**src/rtl/pwm_driver.sv**
```systemverilog
// Prescaled PWM generator with period-boundary duty latching and per-period slew limiting.
// Optional PWM_COMPLEMENT_EN adds a dead-time protected complementary output pwm_out_n.
module pwm_driver #(
  parameter int unsigned DUTY_MAX  = 100,
  parameter int unsigned PRESCALE  = 4,
  parameter int unsigned SLEW_STEP = 10,
  parameter int unsigned DEAD_TIME = 3
) (
  input  logic       clk,
  input  logic       rst,
  input  logic       enable,
  input  logic [7:0] duty,
  output logic       pwm_out,
  output logic       period_start,
  output logic [7:0] active_duty
`ifdef PWM_COMPLEMENT_EN
  ,
  output logic       pwm_out_n
`endif
);

  localparam int unsigned PSC_W = (PRESCALE > 1) ? $clog2(PRESCALE) : 1;
  localparam logic [8:0]  MAX9  = 9'(DUTY_MAX);
  localparam logic [8:0]  SLEW9 = 9'(SLEW_STEP);

  if (PRESCALE == 0 || DUTY_MAX == 0 || DUTY_MAX > 255 || SLEW_STEP > 255 || DEAD_TIME > 255)
  begin : g_param_chk
    $error("pwm_driver: parameter out of range");
  end

  logic [PSC_W-1:0] psc_q, psc_d;
  logic [7:0]       cnt_q, cnt_d;
  logic [7:0]       duty_q, duty_d;
  logic             start_q, start_d;
  logic             pwm_q, pwm_d;

  logic [8:0] target, cur, duty_new, eff;
  logic       psc_last, cnt_last, start_c, raw_c;

`ifdef PWM_COMPLEMENT_EN
  localparam int unsigned      DT_W = (DEAD_TIME > 0) ? $clog2(DEAD_TIME + 1) : 1;
  localparam logic [DT_W-1:0]  DT   = DT_W'(DEAD_TIME);

  logic [DT_W-1:0] on_q, on_d, off_q, off_d;
  logic            pwm_n_q, pwm_n_d;
  logic            raw_n_c;
`endif

  // State register
  always_ff @(posedge clk) begin
    if (rst) begin
      psc_q   <= '0;
      cnt_q   <= '0;
      duty_q  <= '0;
      start_q <= 1'b0;
      pwm_q   <= 1'b0;
`ifdef PWM_COMPLEMENT_EN
      on_q    <= '0;
      off_q   <= '0;
      pwm_n_q <= 1'b0;
`endif
    end else begin
      psc_q   <= psc_d;
      cnt_q   <= cnt_d;
      duty_q  <= duty_d;
      start_q <= start_d;
      pwm_q   <= pwm_d;
`ifdef PWM_COMPLEMENT_EN
      on_q    <= on_d;
      off_q   <= off_d;
      pwm_n_q <= pwm_n_d;
`endif
    end
  end

  // Slew-limited move of the active duty toward the clamped command (9-bit to avoid wrap)
  always_comb begin
    target   = (9'(duty) > MAX9) ? MAX9 : 9'(duty);
    cur      = 9'(duty_q);
    duty_new = target;
    if (SLEW_STEP != 0) begin
      if ((target > cur) && ((target - cur) > SLEW9)) begin
        duty_new = cur + SLEW9;
      end else if ((cur > target) && ((cur - target) > SLEW9)) begin
        duty_new = cur - SLEW9;
      end
    end
  end

  // Next-state logic
  always_comb begin
    psc_last = (psc_q == PSC_W'(PRESCALE - 1));
    cnt_last = (cnt_q == 8'(DUTY_MAX - 1));
    start_c  = enable && (psc_q == '0) && (cnt_q == '0);
    eff      = start_c ? duty_new : cur;
    raw_c    = enable && (9'(cnt_q) < eff);

    psc_d   = '0;
    cnt_d   = '0;
    duty_d  = '0;
    start_d = 1'b0;
    if (enable) begin
      psc_d   = psc_last ? '0 : psc_q + PSC_W'(1);
      cnt_d   = cnt_q;
      if (psc_last) cnt_d = cnt_last ? 8'd0 : cnt_q + 8'd1;
      duty_d  = start_c ? duty_new[7:0] : duty_q;
      start_d = start_c;
    end

`ifdef PWM_COMPLEMENT_EN
    // A side only turns on once its raw request has already held for DEAD_TIME clks
    raw_n_c = enable && (9'(cnt_q) >= eff);
    on_d    = raw_c   ? ((on_q  == DT) ? on_q  : on_q  + DT_W'(1)) : '0;
    off_d   = raw_n_c ? ((off_q == DT) ? off_q : off_q + DT_W'(1)) : '0;
    pwm_d   = raw_c   && (on_q  >= DT);
    pwm_n_d = raw_n_c && (off_q >= DT);
`else
    pwm_d   = raw_c;
`endif
  end

  // Outputs
  always_comb begin
    pwm_out      = pwm_q;
    period_start = start_q;
    active_duty  = duty_q;
`ifdef PWM_COMPLEMENT_EN
    pwm_out_n    = pwm_n_q;
`endif
  end

endmodule
```
**config.mk**
```make
export PLATFORM = sky130hd
export DESIGN_NAME = pwm_driver
export DESIGN_NICKNAME = d
export VERILOG_FILES = /design/src/rtl/pwm_driver.sv
export SDC_FILE = /design/constraint.sdc
export NUM_CORES = 1
export LEC_CHECK = 0
export CAP_MARGIN = 20
export CORE_ASPECT_RATIO = 1.2
export CORE_MARGIN = 4
export CORE_UTILIZATION = 53
export CTS_CLUSTER_DIAMETER = 80
export DETAILED_ROUTE_END_ITERATION = 7
export HOLD_SLACK_MARGIN = 0.02
export PLACE_DENSITY = 0.85
export SETUP_SLACK_MARGIN = 0.4
export SLEW_MARGIN = 20
export SYNTH_ARGS = -nofsm -noshare
export SYNTH_HDL_FRONTEND = slang
export SYNTH_SLANG_ARGS = --single-unit
export TNS_END_PERCENT = 100
```
**constraint.sdc**
```tcl
create_clock -name clk -period 4.8 [get_ports clk]
set_input_delay 0.48 -clock clk [delete_from_list [all_inputs] [get_ports clk]]
set_output_delay 0.48 -clock clk [all_outputs]
set_load 0.01 [all_outputs]
```
==> results.cfg <==
[setup_path]
criticalPathCategory = input port to register
path_buf_inv = 4
cp_max_fo = 7
worst-endpoint-arrival_ns = 5.25
cpMaxStageDelayCell = a211oi_2
cp-start-kind = input port
crit_required_ns = 4.93
path_cells = buf_6, o311a_4, or3_4, ha_4, buf_6, nand4_1, a211oi_2, a2111oi_4, buf_4, o21ba_2, a31oi_4, o211ai_4, or3_4, a211oi_4, nor2_1, ha_1, nand3_2, buf_4, nor3_4, nor2_1, o21ai_1, o31ai_1
crit_family = compound AO/OA/AOI/OAI gates
cp-end-kind = register
slowest_delay_ns = 0.53

[clock_network]
cts_tree = built
clock_path_buffers = 2
hold_buffers = 0
h-tree-depth = 1
numCtsBuffers = 3
clk_pin_slew_ns = 0.07
cts_root_buf = clkbuf_8
clkSinkCount = 20
insertion_delay_ns = 0.27

[logic_synthesis]
syn_nets = 346
synth_top_family_by_area = compound AO/OA/AOI/OAI gates
synth_mux_area_frac = 0.03487
synth_simple_gate_area_share = 0.2425
synth_area_mm2 = 0.002332
ys_warn_count = 0
synth_xor_area_frac = 0.05258
synthAdderAreaFrac = 0.1727
syn_avg_cell_area_um2 = 7.672
synth-compound-area-share = 0.2613
synth_cells = 304
ys.flop_type = dfxtp_1
yosys.cell_types.count = 57
ys_ff_latch = 20
async_flop_share = 0
ys_seq_area_frac = 0.1717
synth_edf_count = 0

[grt]
track_usage = 0.3016
grt_start_max_net_pins = 12
grt_first_pass_wirelength_um = 12790
grt_antenna_before_repair = 0
overflow = 0
grt_pass1_vias = 2798

[route]
drtPass1Iterations = 6
wl_um = 9398
vias_per_cell = 6.544
drt_drc_violations_left = 0
final_antenna_net_count = 0
vias = 2997
drt-initial-drc-count = 350
wl_per_cell_um = 20.52

[sta]
report.final.slew_viol_count = 0
finalSetupViolations = 1
fin_skew_ns = 0.003366
clock.fmax_mhz = 195.5
tightestPinTransition_ns = 0.9550
fin_ws_ns = -0.3155
hold_viol = 0
rsz0062_at_grt = yes
slew_headroom = 0.3584
whs_ns = 0.4704
period_minus_slack_ns = 5.116
period_share = 1.066

[floorplan]
dieArea_mm2 = 0.005530
die_h_um = 80.67
io_pins = 21
die_x_um = 68.56
floorplan.initialDensity = 0.5473
core_mm2 = 0.004262
num_rows = 26

[placement]
pre_cts_ws_ns = -0.5831
dpl.hpwl_um = 5456
portBuffers = 20
routabilityCongestion = 0.9578
dpl.cell_count = 426

[outcome]
outcome = finished with violations
violations = negative setup slack

[final_layout]
antennaDiodeCount = 0
syn2layout_area_growth_pct = 51.77
final_cell_mix = 73 x buf_4, 30 x nor2_1, 24 x ha_1
layout.nets = 445
fin_util = 0.8306
final_common_cell = buf_4
fin_cells = 458
drive_above_1_share = 0.3532

[hold_path]
hold_class = register to register

[pwr]
power_density_mw_per_mm2 = 173.8
leakage_nw = 1.580
ir_drop_uv = 215.9
power_mw = 0.6153

[run]
maxCapViolCount = 0
timing repair:
item,4_1_cts,5_1_grt
setup endpoints to repair,1,2
resized for setup,48,36
setup buffers,20,8
pin swaps,28,22
cells in the mapped netlist, drive strengths merged (3+ instances only):
cell      n  area share
a2111oi   4       0.016
a211oi    8       0.028
a21o     10       0.032
a21oi    17       0.036
a31oi     3      0.0080
clkbuf    8       0.013
dfxtp    20        0.17
ha       29        0.16
inv      24       0.039
mux2i     7       0.030
nand2    18       0.029
nand2b    4       0.011
nand3    12       0.026
nand4     7       0.019
nor2     32       0.052
nor2b     3      0.0080
nor3     10       0.021
nor3b     3      0.0097
o211a     3       0.013
o211ai    4       0.015
o21ai    16       0.034
or2       3      0.0080
or3       5       0.013
xnor2    10       0.038
xor2      4       0.015
routing by layer:
metal / global-route usage / part of all wire / vias up
li1: - / - / 1309
met1: 0.3130 / 0.35 / 1409
met2: 0.5310 / 0.51 / 218
met3: 0.03497 / 0.066 / 61
met4: 0.2286 / 0.073 / 0
met5: 0 / 0 / -
worst paths after layout:
path	startpoint	end	slack [ns]	cells past startpoint
worst max-delay path	duty[3]	pwm_out	-0.32	22
worst min-delay path	psc_q[0]	psc_q[0]	0.47	1
worst max register to register	active_duty[3]	pwm_out	-0.02	20
worst min register to register	psc_q[0]	psc_q[0]	0.47	1
worst reg2reg max path: cells and delay by family (launching register included):
| family | cells | cell delay, ns |
|---|---|---|
| buf+inv | 4 | 0.67 |
| flops | 1 | 0.52 |
| compound gates | 8 | 1.65 |
| simple gates | 6 | 1.15 |
| fa+ha+maj | 2 | 0.67 |
per-stage QoR:
step	instance area (um2)	setup TNS, ns
floorplan	2350	0
global placement	2988	-0.3992
detailed placement	2988	-0.5831
CTS	3309	0
global route	3540	-0.4664
finish	3540	-0.3155
cell families after synthesis:
group,after synthesis
mux,8
buf+inv,34
simple gates,111
other cells,2
compound gates,84
xor+xnor,14
fa+ha+maj,31
flops,20
final cells by class:
cell class | instances | area [um2]
Sequential cell | 20 | 400.4
Inverter | 24 | 90.09
Timing Repair Buffer | 104 | 865.8
Clock buffer | 4 | 55.05
Multi-Input combinational cell | 250 | 2058
Tap cell | 56 | 70.07
Fill cell | 231 | 721.9
registers in the layout (all words and copies together), names as in the netlist:
| signal | cells |
|---|---|
| active_duty | 8 |
| cnt_q | 8 |
| period_start | 1 |
| psc_q | 2 |
| pwm_out | 1 |
where the power goes:
group	internal, mW	total (mW)	switching [mW]
registers	0.170	0.177	0.00647
clock network	0.0733	0.133	0.0593
logic	0.147	0.306	0.160
Note: power is estimated with default switching activity, not from simulation.
